===== config.mk =====
export PLATFORM = sky130hd
export DESIGN_NAME = seq_shift_add_mult5
export DESIGN_NICKNAME = d
export VERILOG_FILES = /design/src/rtl/mult_pkg.sv /design/src/rtl/fiveBitFullAdder.sv /design/src/rtl/seq_shift_add_mult5.sv
export SDC_FILE = /design/constraint.sdc
export NUM_CORES = 1
export LEC_CHECK = 0
export ABC_CLOCK_PERIOD_IN_PS = 3420
export CAP_MARGIN = 5
export CORE_ASPECT_RATIO = 0.7
export CORE_MARGIN = 2
export CORE_UTILIZATION = 35
export DETAILED_ROUTE_END_ITERATION = 7
export GPL_TIMING_DRIVEN = 1
export MAX_ROUTING_LAYER = met4
export PLACE_DENSITY = 0.57
export SLEW_MARGIN = 20
export SYNTH_ARGS = -nofsm -noshare
export SYNTH_HDL_FRONTEND = slang
export SYNTH_HIERARCHICAL = 1
export SYNTH_SLANG_ARGS = --single-unit

===== constraint.sdc =====
create_clock -name clk -period 3.42 [get_ports clk]
set_input_delay 0.684 -clock clk [delete_from_list [all_inputs] [get_ports clk]]
set_output_delay 0.684 -clock clk [all_outputs]
set_load 0.005 [all_outputs]

===== src/rtl/mult_pkg.sv =====
// Shared definitions for the sequential shift-and-add multiplier and its adder.
package mult_pkg;

  // Operand width; fixed by the five-bit adder datapath.
  localparam int MULT_WIDTH = 5;

  // Iteration-counter width, ceil(log2(MULT_WIDTH+1)).
  localparam int MULT_CNT_W = 3;

  typedef enum logic [1:0] {
    IDLE = 2'd0,
    RUN  = 2'd1,
    DONE = 2'd2
  } state_t;

endpackage


===== src/rtl/fiveBitFullAdder.sv =====
// Combinational five-bit ripple-carry adder used as the multiplier's arithmetic unit.
module fiveBitFullAdder (
  input  logic [4:0] A,
  input  logic [4:0] B,
  input  logic       Cin,
  output logic [4:0] Sum,
  output logic       Cout
);

  logic [5:0] carry;

  assign carry[0] = Cin;

  // One full-adder cell per bit; carry ripples from bit 0 upward.
  for (genvar i = 0; i < 5; i++) begin : g_bit
    assign Sum[i]     = A[i] ^ B[i] ^ carry[i];
    assign carry[i+1] = (A[i] & B[i]) | (A[i] & carry[i]) | (B[i] & carry[i]);
  end

  assign Cout = carry[5];

endmodule


===== src/rtl/seq_shift_add_mult5.sv =====
// Sequential 5x5 unsigned shift-and-add multiplier with a registered 10-bit product.
//
// state | meaning
// ------+----------------------------------------------------------------
// IDLE  | waiting for start; operands captured on the accepting edge
// RUN   | one add-and-shift per clock, WIDTH iterations
// DONE  | product valid, done pulsed for this single cycle
module seq_shift_add_mult5
  import mult_pkg::*;
#(
  parameter int WIDTH = MULT_WIDTH,
  parameter int CNT_W = MULT_CNT_W
) (
  input  logic               clk,
  input  logic               rst,
  input  logic               start,
  input  logic [WIDTH-1:0]   a,
  input  logic [WIDTH-1:0]   b,
  output logic [2*WIDTH-1:0] product,
  output logic               busy,
  output logic               done
);

  state_t             state;
  logic [WIDTH-1:0]   m_reg;
  logic [WIDTH-1:0]   p_reg;
  logic [WIDTH-1:0]   q_reg;
  logic [CNT_W-1:0]   cnt;

  logic [WIDTH-1:0]   addend;
  logic [WIDTH-1:0]   sum;
  logic               cout;
  logic [2*WIDTH-1:0] pq_next;
  logic               last_iter;

  // Multiplicand is added only when the current multiplier LSB is set.
  assign addend = q_reg[0] ? m_reg : '0;

  fiveBitFullAdder u_adder (
    .A    (p_reg),
    .B    (addend),
    .Cin  (1'b0),
    .Sum  (sum),
    .Cout (cout)
  );

  // {Cout, Sum, Q} shifted right by one; the carry lands in the product MSB so
  // the partial product never loses a bit.
  assign pq_next   = {cout, sum, q_reg[WIDTH-1:1]};
  assign last_iter = (cnt == CNT_W'(WIDTH - 1));

  // Control FSM, datapath registers and registered outputs in one process.
  always_ff @(posedge clk) begin
    if (rst) begin
      state   <= IDLE;
      m_reg   <= '0;
      p_reg   <= '0;
      q_reg   <= '0;
      cnt     <= '0;
      product <= '0;
      busy    <= 1'b0;
      done    <= 1'b0;
    end else begin
      done <= 1'b0;
      case (state)
        IDLE: begin
          if (start) begin
            m_reg <= a;
            q_reg <= b;
            p_reg <= '0;
            cnt   <= '0;
            busy  <= 1'b1;
            state <= RUN;
          end
        end
        RUN: begin
          {p_reg, q_reg} <= pq_next;
          cnt            <= cnt + CNT_W'(1);
          if (last_iter) begin
            product <= pq_next;
            busy    <= 1'b0;
            done    <= 1'b1;
            state   <= DONE;
          end
        end
        DONE: begin
          // start is deliberately ignored here; a new request needs IDLE.
          state <= IDLE;
        end
        default: begin
          busy  <= 1'b0;
          state <= IDLE;
        end
      endcase
    end
  end

endmodule


==> results of run 1 <==
-- path summary, 6_finish.rpt --
path               from         end  slack [ns]  depth (start not counted)
max            q_reg[0]    p_reg[3]        0.70                         12
min reg2reg  product[2]  product[2]        0.48                          1
min          product[2]  product[2]        0.48                          1
max reg2reg    q_reg[0]    p_reg[3]        0.70                         12
-- metrics by stage --
stage	cell area [sq um]	worst slack (ns)	utilization, %	power, mW	std cells
finish	1740	0.704	44.8	0.736	207
global route	1740	0.524	44.8	0.773	207
CTS	1740	0.695	44.8	0.747	207
detailed placement	1660	0.703	42.8	0.481	200
global placement	1660	0.804	42.8	0.479	200
floorplan	1390	0.870	-	0.454	129
-- logic make-up (layout without fill, tap and decap cells) --
group                    after synthesis  in the layout
adder cells (fa/ha/maj)                7              7
AND/OR/NAND/NOR                       31             31
flip-flops                            32             32
AO/OA/AOI/OAI                         29             29
other                                  1              1
multiplexers                          10             10
buffers and inverters                 19             45
-- routing by layer --
layer | GRT usage (%) | vias up
met5 | - | -
met4 | 7.14 | 0
met3 | 5.14 | 6
met2 | 18.0 | 22
met1 | 18.1 | 419
li1 | - | 493
-- worst reg2reg max path, delay by kind of cell (launching register included) --
family | cells | cell delay [ns]
AOI/OAI and AO/OA | 1 | 0.08
adders and majority gates | 5 | 1.75
buffers and inverters | 4 | 0.27
DFF | 1 | 0.33
and+or+nand+nor | 2 | 0.24
-- area by class of cell --
type	instances	share of cell area, %
Timing Repair Buffer	25	14.3
Inverter	13	2.81
Sequential cell	32	36.9
Clock buffer	6	4.18
Multi-Input combinational cell	78	37.9
Tap cell	52	3.74
Clock inverter	1	0.288
-- report_power, final --
part | internal [mW] | leakage (nW) | switching [mW]
Clock | 0.138 | 0.0410 | 0.126
Combinational | 0.0379 | 0.370 | 0.0350
Sequential | 0.387 | 0.261 | 0.0129
-- placed cells by master (no fill, tap or decap), types with 2 or more instances in the layout --
| cell | netlist | routed |
|---|---|---|
| a211oi_1 | 6 | 6 |
| a22o_1 | 3 | 3 |
| a22o_2 | 7 | 7 |
| a22oi_1 | 6 | 6 |
| a31oi_1 | 2 | 2 |
| and2_1 | 5 | 5 |
| clkbuf_8 | 0 | 5 |
| clkdlybuf4s50_1 | 0 | 24 |
| dfxtp_1 | 32 | 32 |
| fa_1 | 5 | 5 |
| ha_1 | 2 | 2 |
| inv_1 | 13 | 13 |
| mux2i_1 | 10 | 10 |
| nand3b_1 | 2 | 2 |
| nor2_1 | 17 | 17 |
==> metrics.md, run 1 <==
| Metric | Value |
|---|---|
| Met3 wire length | `approximately 140 um` |
| Post-synthesis simple-gate area fraction | `between 10% and 20%` |
| Critical Path RT | `~3.6 ns` |
| Crit start category | `flip-flop` |
| Static leakage | `just under 0.7 nW` |
| First-pass GRT wire length | `~4500 um` |
| Status | `finished, final reports clean` |
| Largest register by flop count | `product` |
| PwrDens | `about 420 nW/um^2` |
| Crit path max-delay family | `adder cells` |
| PostCTS Resize Cnt | `0` |
| DR vias | `940` |
| Core ar. | `3870 sq um` |
| Worst-margin pin slew | `0.738 ns` |
| CTS tree | `built` |
| Cts bufs inserted | `5` |
| Crit path largest cell delay | `between 0.4 and 0.5 ns` |
| Remaining antenna violation count after routing | `0` |
| Register area | `between 600 and 700 sq um` |
| Share of cells above drive strength 1 | `between 10% and 20%` |
| Bufs on Longest Clock Path | `2` |
| Port-buffer cells | `24` |
| Top cell type's share of synthesized area | `46.0%` |
| Async set-or-reset flop fraction in the synthesized netlist | `0%` |
| Hold WS | `0.475 ns` |
| Setup repair bufs after CTS | `0` |
| Number of flip-flops in the largest register | `10` |
| Vias/cell | `between 4 and 5` |
| Slew headroom | `50.6%` |
| Starting Density | `about 36%` |
| Area Growth Syn to Fin | `24.8%` |
| YS warnings | `6` |
| WL met1 | `~1300 um` |
| Max Cap Viol | `0` |
| Final Wtd Congestion | `around 0.73` |
| Initial DRT Pass Iterations | `4` |
| Number of synthesized flops with an enable pin | `0` |
| Fillers | `about 370` |
| Slew Viols, Final | `0` |
| Root Driver | `clkbuf_8` |
| CP max FO | `6` |
| Area of the multi-input gates | `between 600 and 700 sq um` |
| Ys flop type | `dfxtp_1` |
| Worst Hold Class | `reg -> reg` |
| Adder-cell share of the synthesized area | `~9%` |
| Initial antenna violation count | `0` |
| Grt ovf | `0` |
| Io pins | `25` |
| Fmax | `0.368 GHz` |
| Synth unique cells | `29` |
| Crit. End Element | `flip-flop` |
| Avg Cell Area, Syn | `~11 sq um` |
| Min Tclk post-route | `between 2 and 3 ns` |
| Die H | `56.8 um` |
| Hold buffer count at CTS | `0` |
| Post-synth top cells | `32 x dfxtp_1, 17 x nor2_1, 13 x inv_1, 10 x mux2i_1, 7 x a22o_2` |
| Die area | `between 4000 and 5000 sq um` |
| CTS clk-pin slew, worst paths | `approximately 0.060 ns` |
| Critical path cell sequence | `and2_1 -> inv_1 -> fa_1 -> inv_1 -> fa_1 -> fa_1 -> fa_1 -> inv_1 -> fa_1 -> inv_1 -> a22oi_1 -> nor2_1` |
| DR DRC count | `0` |
| Crit path DAT | `2.93 ns` |
| Clock Latency Late Sink | `approximately 0.27 ns` |
| Compound-gate portion of the synthesized area | `a little under a fifth` |
| Setup violators final | `0` |
| Post-Route WL | `between 2000 and 3000 um` |
| WL per Instance | `around 13 um` |
| Main area contributors after synthesis | `dfxtp_1 46%, fa_1 7.2%, mux2i_1 7.2%, a22o_2 5.0%, nor2_1 4.6%` |
| Iteration-0 DRC Markers | `21` |
| #FFs+latches synth | `32` |
| Final worst path period share | `approximately 79%` |
| Fin nets | `175` |
| Sequential share of the synthesized area | `between 40% and 50%` |
| Crit path top cell by count | `fa_1` |
| RSZ-0062 raised after global routing | `no` |
| DP HPWL | `between 1500 and 2000 um` |
| H-tree depth | `2` |
| Number of global-route vias before repair | `953` |
| Max IR drop VDD | `around 0.00019 V` |
| CP bufs+invs | `4` |
| Setup Crit Path Kind | `reg -> reg` |
| GRT Overall Usage | `a little over an eighth` |
| Die Width | `between 70 and 80 um` |
| Largest family of logic cells by synthesized area | `compound AO/OA/AOI/OAI gates` |
| Slowest-stage cell, CP | `fa_1` |
| Setup TNS | `0 ns` |
| Num rows | `19` |
| Most instantiated library cell after synthesis | `dfxtp_1` |
| Clock skew | `between 0.003 and 0.004 ns` |
| Largest net degree at the start of global routing | `24` |
| Top layer in use | `met4` |
| Net count after synthesis | `149` |
| Final Hold Vio Count | `0` |
| Clk sinks | `32` |
| Post-Synth XOR/XNOR Area | `0%` |
| Mapped Cells | `approximately 130` |
| Metal2 WL | `~1100 um` |
| Area leader, netlist | `dfxtp_1` |
| Synthesized area | `between 1000 and 1500 sq um` |
| Mux cell area share after synthesis | `under 10%` |
| Antenna diodes | `0` |
Power figures use the tool's default switching activity.
==> inputs of run 2 (changes only) <==
Settings changed: ABC_CLOCK_PERIOD_IN_PS 3420 to 2700.
Clock period 3.42 ns to 2.7 ns, I/O delays scaled along.
==> metrics.md, run 2 (synthesized netlist as in run 1, its figures left out) <==
| Metric | Value |
|---|---|
| Slew Viols, Final | `0` |
| Worst-margin pin slew | `0.634 ns` |
| Initial DRT Pass Iterations | `4` |
| CTS clk-pin slew, worst paths | `about 0.070 ns` |
| CP max FO | `2` |
| Remaining antenna violation count after routing | `0` |
| Most common cell after layout, fill and taps aside | `dfxtp_1` |
| Hold WS | `about 0.48 ns` |
| Setup Crit Path Kind | `reg -> reg` |
| Final Wtd Congestion | `between 0.7 and 0.8` |
| Most frequent cells in the layout | `32 x dfxtp_1, 24 x clkdlybuf4s50_1, 17 x nor2_1` |
| Static leakage | `0.696 nW` |
| Die Width | `between 70 and 80 um` |
| First-pass GRT wire length | `approximately 4400 um` |
| Die area | `between 4000 and 5000 sq um` |
| Max Cap Viol | `0` |
| Grt ovf | `0` |
| DR vias | `slightly below 1,000` |
| Setup violators final | `0` |
| Antenna diodes | `0` |
| Vias/cell | `between 4 and 5` |
| PwrDens | `608 nW/um^2` |
| Worst Hold Class | `reg -> reg` |
| Crit. End Element | `flip-flop` |
| Min Tclk post-route | `roughly 2.6 ns` |
| DP HPWL | `~2000 um` |
| Largest net degree at the start of global routing | `17` |
| Number of global-route vias before repair | `between 900 and 1,000` |
| Number of flip-flops in the largest register | `10` |
| Setup TNS | `0 ns` |
| Slew headroom | `57.7%` |
| Critical Path RT | `~2.9 ns` |
| Share of cells above drive strength 1 | `20.3%` |
| Clock skew | `between 0.005 and 0.006 ns` |
| Largest register by flop count | `product` |
| Status | `finished, final reports clean` |
| Clk sinks | `32` |
| GRT Overall Usage | `between 10% and 20%` |
| Core Util, Final | `46.8%` |
| Post-route design area | `~1800 sq um` |
| Post-Route WL | `approximately 2800 um` |
| Area Growth Syn to Fin | `30.1%` |
| Crit path DAT | `between 2 and 3 ns` |
| Core ar. | `a little under 4000 sq um` |
| H-tree depth | `2` |
| Die H | `56.8 um` |
| WL per Instance | `roughly 13 um` |
| Crit start category | `flip-flop` |
| Starting Density | `a little over a third` |
| Bufs on Longest Clock Path | `2` |
| Num rows | `19` |
| CTS tree | `built` |
| DR DRC count | `0` |
| Port-buffer cells | `24` |
| Initial antenna violation count | `0` |
| Io pins | `25` |
| Hold buffer count at CTS | `0` |
| Fmax | `around 0.38 GHz` |
| Placed cell area | `approximately 1700 sq um` |
| Final Power | `1.10 mW` |
| Cts bufs inserted | `5` |
| Iteration-0 DRC Markers | `roughly 60` |
| Root Driver | `clkbuf_8` |
| Fin nets | `177` |
| Final Hold Vio Count | `0` |
| Final worst path period share | `a little over nine tenths` |
| Clock Latency Late Sink | `between 0.2 and 0.3 ns` |
| RSZ-0062 raised after global routing | `no` |
| Max IR drop VDD | `0.000337 V` |
[run 2: changes by cell type in the layout (fill, tap and decap cells not counted)]
cell,change
fa_1,-4
inv_1,-3
clkinv_2,-1
buf_4,+2
inv_2,+3
bufinv_16,+1
clkbuf_8,+2
clkbuf_1,-1
fa_2,+4
[run 2: layer usage]
layer  wire length, um  part of all wire (%)  vias up  global-route usage [%]
li1                  -                     -      498                       -
met1              1470                    53      460                    19.2
met2              1140                    41       25                    17.6
met3               104                   3.8        4                    3.86
met4                50                   1.8        0                    8.13
met5                 0                     0        -                       -
[run 2: layout make-up]
type	instances	area, sq um
Clock buffer	7	96.3
Clock inverter	1	30.0
Fill cell	371	2060
Inverter	13	48.8
Multi-Input combinational cell	78	668
Sequential cell	32	641
Tap cell	52	65.1
Timing Repair Buffer	27	263
[run 2: path summary, 6_finish.rpt]
| check | from | end | slack, ns | depth (start not counted) |
|---|---|---|---|---|
| max | m_reg[0] | p_reg[3] | 0.1 | 12 |
| min | product[3] | product[3] | 0.48 | 1 |
| max reg2reg | m_reg[0] | p_reg[3] | 0.1 | 12 |
| min reg2reg | product[3] | product[3] | 0.48 | 1 |
[run 2: power breakdown]
group	internal, mW	switching (mW)	total, mW
clock	0.325	0.174	0.499
sequential	0.489	0.0161	0.505
combinational	0.0499	0.0469	0.0968
total	0.865	0.237	1.10
[run 2: worst max-delay path, cell delays in order (launching register included)]
cell and delay, ns:
dfxtp_1 0.31, and2_1 0.16, inv_2 0.07, fa_2 0.19, inv_1 0.05, fa_2 0.33, fa_2 0.35, fa_2 0.34
inv_2 0.06, fa_1 0.41, inv_2 0.07, a22oi_1 0.08, nor2_1 0.13
[run 2: repair_timing]
item / in CTS / in global routing
setup endpoints to repair: 1 / 2
setup buffers: 0 / 0
pin swaps: 0 / 1
resized for setup: 1 / 6
[run 2: through the flow]
step                      instances  worst slack [ns]
final                           210            0.0988
after global routing            210           0.00148
after CTS                       210          0.000343
after detailed placement        202           -0.0128
after global placement          202             0.111
after floorplan                 129             0.150
==> inputs of run 3 (changes only) <==
Settings changed: HOLD_SLACK_MARGIN from default to 0.1.
==> results of run 3 <==
No change in the layout: final DEF, timing and power equal those of run 2.
